<file path="src/rtl/dac_sample_streamer.sv">
// Purpose: buffers AXI-Stream I/Q samples in a FIFO and replays them to the DAC at one sample per RATE_DIV clocks.
// Latency: one cycle from a rate tick to dac_valid; streaming waits for PREFILL samples or an input gap of IDLE_TIMEOUT.
// Backpressure: s_axis_tready is low only while the FIFO is full; acceptance is independent of enable.
module dac_sample_streamer #(
   parameter int DEPTH        = 64,
   parameter int PREFILL      = 16,
   parameter int RATE_DIV     = 4,
   parameter int IDLE_TIMEOUT = 32
) (
   input  logic                         clk,
   input  logic                         rst_n,
   input  logic                         enable,
   input  logic [31:0]                  s_axis_tdata,
   input  logic                         s_axis_tvalid,
   output logic                         s_axis_tready,
   output logic [15:0]                  dac_i,
   output logic [15:0]                  dac_q,
   output logic                         dac_valid,
   output logic                         underrun,
   input  logic                         underrun_clr,
   output logic [15:0]                  underrun_count,
   output logic [$clog2(DEPTH+1)-1:0]   fifo_level,
   output logic                         active
);

   localparam int AW = $clog2(DEPTH);
   localparam int LW = $clog2(DEPTH + 1);
   localparam int DW = (RATE_DIV > 1) ? $clog2(RATE_DIV) : 1;
   localparam int GW = $clog2(IDLE_TIMEOUT + 1);

   localparam logic [LW-1:0] LVL_FULL    = LW'(DEPTH);
   localparam logic [LW-1:0] LVL_PREFILL = LW'(PREFILL);
   localparam logic [DW-1:0] DIV_LAST    = DW'(RATE_DIV - 1);
   localparam logic [GW-1:0] GAP_MAX     = GW'(IDLE_TIMEOUT);

   typedef enum logic [1:0] {
      ST_IDLE    = 2'd0,
      ST_PREFILL = 2'd1,
      ST_STREAM  = 2'd2
   } state_t;

   state_t          state;
   state_t          state_nxt;
   logic [31:0]     mem [DEPTH];
   logic [AW-1:0]   wr_ptr;
   logic [AW-1:0]   rd_ptr;
   logic [GW-1:0]   gap_cnt;
   logic [DW-1:0]   div_cnt;
   logic [31:0]     head_dat;
   logic            push_vld;
   logic            pop_vld;
   logic            tick;
   logic            starve;

   assign s_axis_tready = (fifo_level != LVL_FULL);
   assign push_vld      = s_axis_tvalid && s_axis_tready;
   assign head_dat      = mem[rd_ptr];
   assign tick          = (state == ST_STREAM) && (div_cnt == DIV_LAST);
   assign pop_vld       = tick && (fifo_level != '0);
   assign starve        = tick && (fifo_level == '0);

   // Next-state logic; dropping enable returns to IDLE from anywhere.
   always_comb begin
      state_nxt = state;
      if (!enable) begin
         state_nxt = ST_IDLE;
      end else begin
         case (state)
            ST_IDLE: begin
               if (fifo_level != '0) state_nxt = ST_PREFILL;
            end
            ST_PREFILL: begin
               if (fifo_level == '0)
                  state_nxt = ST_IDLE;
               else if ((fifo_level >= LVL_PREFILL) || (gap_cnt == GAP_MAX))
                  state_nxt = ST_STREAM;
            end
            ST_STREAM: begin
               if (starve) state_nxt = ST_IDLE;
            end
            default: state_nxt = ST_IDLE;
         endcase
      end
   end

   // State register.
   always_ff @(posedge clk) begin
      if (rst_n) state <= ST_IDLE;
      else       state <= state_nxt;
   end

   // Sample storage; contents need no reset because the level gates every read.
   always_ff @(posedge clk) begin
      if (push_vld) mem[wr_ptr] <= s_axis_tdata;
   end

   // FIFO pointers and occupancy; pointers wrap naturally at DEPTH.
   always_ff @(posedge clk) begin
      if (rst_n) begin
         wr_ptr     <= '0;
         rd_ptr     <= '0;
         fifo_level <= '0;
      end else begin
         if (push_vld) wr_ptr <= wr_ptr + AW'(1);
         if (pop_vld)  rd_ptr <= rd_ptr + AW'(1);
         case ({push_vld, pop_vld})
            2'b10:   fifo_level <= fifo_level + LW'(1);
            2'b01:   fifo_level <= fifo_level - LW'(1);
            default: fifo_level <= fifo_level;
         endcase
      end
   end

   // Input gap timer: restarts on any accepted sample or state change, saturates at the timeout.
   always_ff @(posedge clk) begin
      if (rst_n) begin
         gap_cnt <= '0;
      end else if (push_vld || (state_nxt != state)) begin
         gap_cnt <= '0;
      end else if (gap_cnt != GAP_MAX) begin
         gap_cnt <= gap_cnt + GW'(1);
      end
   end

   // Rate divider; preloaded on STREAM entry so the first tick lands in the first STREAM cycle.
   always_ff @(posedge clk) begin
      if (rst_n) begin
         div_cnt <= '0;
      end else if ((state != ST_STREAM) && (state_nxt == ST_STREAM)) begin
         div_cnt <= DIV_LAST;
      end else if (tick) begin
         div_cnt <= '0;
      end else if (state == ST_STREAM) begin
         div_cnt <= div_cnt + DW'(1);
      end
   end

   // DAC output register: head sample on a tick, zero sample on starvation, zero on enable drop.
   always_ff @(posedge clk) begin
      if (rst_n) begin
         dac_i     <= '0;
         dac_q     <= '0;
         dac_valid <= 1'b0;
      end else if (tick) begin
         dac_valid <= 1'b1;
         if (starve) begin
            dac_i <= '0;
            dac_q <= '0;
         end else begin
            dac_i <= head_dat[31:16];
            dac_q <= head_dat[15:0];
         end
      end else begin
         dac_valid <= 1'b0;
         if ((state == ST_STREAM) && !enable) begin
            dac_i <= '0;
            dac_q <= '0;
         end
      end
   end

   // Sticky underrun flag and saturating counter; a new underrun beats a same-cycle clear.
   always_ff @(posedge clk) begin
      if (rst_n) begin
         underrun       <= 1'b0;
         underrun_count <= '0;
      end else if (starve) begin
         underrun <= 1'b1;
         if (underrun_clr)
            underrun_count <= 16'd1;
         else if (underrun_count != 16'hFFFF)
            underrun_count <= underrun_count + 16'd1;
      end else if (underrun_clr) begin
         underrun       <= 1'b0;
         underrun_count <= '0;
      end
   end

   // Registered copy of the STREAM state.
   always_ff @(posedge clk) begin
      if (rst_n) active <= 1'b0;
      else       active <= (state_nxt == ST_STREAM);
   end

endmodule

</file>
<file path="config.mk">
export PLATFORM = sky130hd
export DESIGN_NAME = dac_sample_streamer
export DESIGN_NICKNAME = d
export VERILOG_FILES = /design/src/rtl/dac_sample_streamer.sv
export SDC_FILE = /design/constraint.sdc
export NUM_CORES = 2
export LEC_CHECK = 0
export BUFFER_PORTS_ARGS = -buffer_cell sky130_fd_sc_hd__buf_2
export CAP_MARGIN = 20
export CORE_ASPECT_RATIO = 0.75
export CORE_MARGIN = 10
export CORE_UTILIZATION = 50
export CTS_CLUSTER_DIAMETER = 30
export CTS_CLUSTER_SIZE = 25
export DETAILED_ROUTE_END_ITERATION = 8
export PLACE_DENSITY = 0.68
export SLEW_MARGIN = 10
export SYNTH_ARGS = -nofsm -noshare
export SYNTH_HDL_FRONTEND = slang
export SYNTH_SLANG_ARGS = --single-unit
</file>
<file path="constraint.sdc">
create_clock -name clk -period 3.2 [get_ports clk]
set_input_delay 0.32 -clock clk [delete_from_list [all_inputs] [get_ports clk]]
set_output_delay 0.32 -clock clk [all_outputs]
set_load 0.02 [all_outputs]
</file>
# Word level (Yosys, flattened, before mapping)
# Memory sizes are Yosys's and may differ from the RTL's. A register that Yosys moved wholly into a read port is not among the register bits.
# Cells that the tools add are included.
# op_classes
n_addsub,7
magnitude_cmp,1
eq_ne,12
n_mux,26
n_reduce_logical,19
# op_table
operator,n
16-bit two-way mux,9
6-bit by 1-bit adder with 6-bit output (second input constant),3
16-bit by 1-bit adder with 16-bit output (second input constant),1
2-bit two-way mux,8
16-bit != test (second input constant),1
7-bit one-hot mux with 2 select lines,1
6-bit two-way mux,2
2-bit equality test (second input constant),4
2-bit nonzero test,4
7-bit by 1-bit adder with 7-bit output (second input constant),1
7-bit by 5-bit >= comparator with 1-bit output (second input constant),1
7-bit zero test,1
7-bit != test (second input constant),1
7-bit nonzero test,1
7-bit by 1-bit subtractor with 7-bit output (second input constant),1
6-bit equality test (second input constant),1
1-bit logical AND,6
6-bit != test (second input constant),1
2-bit one-hot mux with 3 select lines,1
1-bit two-way mux,5
2-bit by 1-bit equality test with 1-bit output (second input constant),2
3-bit nonzero test,1
2-bit by 1-bit adder with 2-bit output (second input constant),1
2-bit zero test,1
other kinds (6),7
# word_totals
ff_bits,80
mem_bits_rw,2048
output_inout_bits,59
elab_cells,78
mem_count,1
# memory_table
memory,depth,word_bits,rd,rd_ports_with_merged_regs,write_ports,line,source
mem,64,32,1,1,1,44,logic [31:0] mem [DEPTH];

# Depth between registers and ports, before layout
# logic_depth
word_depth,9
mapped_depth,14

# Worst setup path after synthesis
# No wires, ideal clock.
# synth_timing
path_kind,reg-to-reg
startpoint,register fifo_level[0]
endpoint,register fifo_level[6]
setup_time_ns,0.121
arrival_time_ns,3.701
path_slack_ns,-0.622
stages_incl_launch_ff,14
n_path_buf,1
cell_sequence,dfxtp_1 -> nor4_2 -> nand3_1 -> and2_1 -> clkbuf_1 -> inv_2 -> ha_1 -> ha_1 -> nor2b_1 -> o21ai_0 -> a21boi_0 -> or4_1 -> nand3_1 -> mux2_2
# synth_between
elab_chain_cells,4
elab_cells_between_ends,10
# synth_rtl
element,line,source
"start, declared",22,"output logic [$clog2(DEPTH+1)-1:0] fifo_level,"
"start signal, assigned",107,2'b10: fifo_level <= fifo_level + LW'(1);
"start signal, assigned",108,2'b01: fifo_level <= fifo_level - LW'(1);
"start signal, assigned",109,default: fifo_level <= fifo_level;
7-bit != test (*),55,assign s_axis_tready = (fifo_level != LVL_FULL);
via s_axis_tready,15,"output logic s_axis_tready,"
1-bit logical AND (*),56,assign push_vld = s_axis_tvalid && s_axis_tready;
2-bit by 1-bit equality test with 1-bit output / 2-bit equality test (equally long branches),106,"case ({push_vld, pop_vld})"
7-bit one-hot mux with 2 select lines / 2-bit nonzero test (equally long branches),n/a,
# Mark *: on every way through the listed nets, which the timed path passes. The rest lies on a longest branch.
# A chain may end at the register's enable or synchronous reset.

==> run summary <==
Worst Tran Pin Value: 1.152 ns
Max Root-Sink Buffers: 4
Antenna violations before repair: 13
Share of the synthesized area in the top cell type: 75.20%
Seq/Total Area, Yosys: 77.30%
Sinks on Clock Net: 2,134
WP data arrival: 3.96 ns
Post-route non-filler standard cell count: 6,818
Largest net degree at the start of global routing: 65
RSZ-0062 raised after global routing: false
Slowest CP cell: dfxtp_4
TritonCTS clock tree: yes
Mapped Area: 81,780 um2
Via-to-Cell Ratio: 6.477
DIE AREA: 180,300 um2
Net Count, Synth: 3,862
Post-DP HPWL: 132.9 mm
Min Tclk post-route: 3.170 ns
CTS clk-pin slew, worst paths: 0.05 ns
DRC: 0
Leakage power: 31.84 nW
Number of flops mapped to enable cells by yosys: 2,048
Hold Vio Cnt, Final: 0
# IOs: 96
Hold Path Class: in2reg
Synth area leader: edfxtp_1
Final #Nets: 4,454
Ys Warns: 0
Req. time, crit path: 3.99 ns
Area of the core: 162,400 um2
Port bufs: 95
Routed Wire Length: 237.4 mm
Crit-path max FO: 51
Final setup viols: 0
Overall routing resource usage: 26.10%
Routed len/inst: 34.82 um
Ys async rst share: 0%
Syn-to-layout area delta: 22.20%
Clock tree root buffer cell: clkbuf_16
Pwr dens: 689.7 nW/um2
Share of layout cells above drive strength 1: 34.09%
Fill cells: 10,980
Most frequent cells in the layout: 2,048 x edfxtp_1, 505 x mux4_2, 350 x clkbuf_16
Status: completed
Hold path cells: 1
Seq cells post-synth: 2,134
Critical setup path kind: reg2reg
Reg2Reg Depth: 7
DRT antenna net count: 0
Slew headroom: 23.00%
CP endpoint kind: flop
Worst vdd ir: 626.0 uV
Global-route wire length before repair: 334.9 mm
Synth top area cells: edfxtp_1 75%, mux4_2 14%, dfxtp_1 2.1%, mux2i_1 1.4%, nor2_1 0.65%
Vias post-DR: 44,160
Die Height: 370.3 um
Unique cell type count in the Yosys netlist: 70
Most common cell after layout, fill and taps aside: edfxtp_1
Final Skew: 0.04439 ns
Overflow after GRT: 0
RePlAce Congestion: 0.8205
Crit start category: flop
Leading register cell type out of synthesis: edfxtp_1
Maximum Capacitance Violations: 0
CP cell instances: buf_12 > mux4_2 > mux2i_1 > o21ai_0 > a21oi_1 > nor3_1 > a32o_1
Max Freq: 315.4 MHz
Initial Utilization: 50.36%
Worst path max stage delay: 0.82 ns
Crit share post-route: 99.07%
Dpl ws: 0.07497 ns
Post-Synthesis Cells: 3,812
Floorplan row count: 128
Num CTS Buffers: 342
Vias in the first global route: 43,910
Die W: 487.0 um
1st-pass router iterations: 6
Final worst slack: 0.02966 ns
Max Slew Vio Count: 0
Clock latency on the worst-skew pair: 0.91 ns
Initial DRC count: 7,012
H-tree depth: 5
DP Cell Count: 6,152
Mapped Avg Cell Area: 21.45 um2
## repair_timing
item | in CTS | in global routing
resized for setup | 0 | 4
hold endpoints to repair | 29 | 473
hold buffers | 3 | 24
setup buffers | 0 | 0
setup endpoints to repair | 0 | 1
## state kept, by name, summed over array words and instances (netlist names), 6 cells and up, named ones only
name	cells
dac_q	16
underrun_count	16
fifo_level	7
wr_ptr	6
rd_ptr	6
gap_cnt	6
mem	2048
dac_i	16
## report_power, final
part | total [mW] | switching [mW] | internal [mW]
combinational | 0.958 | 0.707 | 0.251
clock | 37.2 | 13.5 | 23.8
sequential | 30.7 | 0.0305 | 30.7
total | 68.9 | 14.2 | 54.7
## metal layers
layer	vias up	GRT usage, %	part of all wire, %
met4	2	8.151	2.9
met1	23240	37.38	38
met3	435	8.500	14
met5	-	0	0.0067
li1	17370	-	-
met2	3113	38.28	45
## cell usage after synthesis, drive strengths merged (15+ instances only)
| library cell | instances |
|---|---|
| edfxtp | 2048 |
| mux4 | 505 |
| buf | 151 |
| nor2 | 141 |
| nand2 | 135 |
| mux2i | 113 |
| dfxtp | 86 |
| a22oi | 55 |
| o22ai | 54 |
| a21oi | 52 |
| nand3 | 50 |
| clkbuf | 48 |
| a211oi | 40 |
| nor2b | 31 |
| o21ai | 27 |
| nor3 | 23 |
| xor2 | 18 |
| a31oi | 17 |
| mux2 | 15 |
| nand2b | 15 |
## layout make-up
class	count	area [um2]	area share (%)
clock buffer	387	8957	8.963
sequential	2134	63240	63.28
timing repair buffer	447	4272	4.274
multi-input combinational	1465	18060	18.07
clock inverter	220	2663	2.664
tap	2145	2684	2.685
inverter	14	55.05	0.05509
antenna	6	15.01	0.01502
## cells by family (layout without fill, tap and decap cells)
| kind of cell | after synthesis | count (layout) | share of synthesized area (%) |
|---|---|---|---|
| AOI/OAI and AO/OA | 326 | 326 | 2.766 |
| xor gates and xnor gates | 23 | 23 | 0.2463 |
| adders and majority gates | 13 | 13 | 0.2081 |
| buffers and inverters | 213 | 1068 | 1.273 |
| DFF | 2134 | 2134 | 77.30 |
| muxes | 633 | 633 | 15.50 |
| other | 0 | 6 | 0 |
| and+or+nand+nor | 470 | 470 | 2.709 |
## stage by stage
| step | hold WS (ns) | utilization [%] | power [mW] | cell area [um2] | setup TNS [ns] |
|---|---|---|---|---|---|
| after floorplan | 0.3985 | - | 31.48 | 81800 | -509.38 |
| after global placement | 0.4365 | 53.86 | 32.08 | 87470 | 0 |
| after detailed placement | 0.4396 | 53.86 | 32.12 | 87470 | 0 |
| after CTS | 0.05391 | 61.04 | 69.11 | 99120 | 0 |
| after global routing | 0.006912 | 61.54 | 70.57 | 99930 | 0 |
| final | 0.008829 | 61.54 | 68.93 | 99940 | 0 |
## critical path: cells and delay by family (launching register included)
family          cells  cell delay [ns]
flops               1             0.82
mux                 2             0.54
compound gates      3             0.99
simple gates        1             0.22
buf+inv             1             0.40
## path summary, 6_finish.rpt
kind                                  startpoint     endpoint  slack (ns)
worst max-delay path                        flop     dac_q[3]        0.03
worst min-delay path            s_axis_tdata[17]  mem[59][17]       0.009
worst max register to register              flop     dac_q[3]        0.03
worst min register to register         dac_q[12]    dac_q[12]        0.46
(Power assumes the default switching activity.)
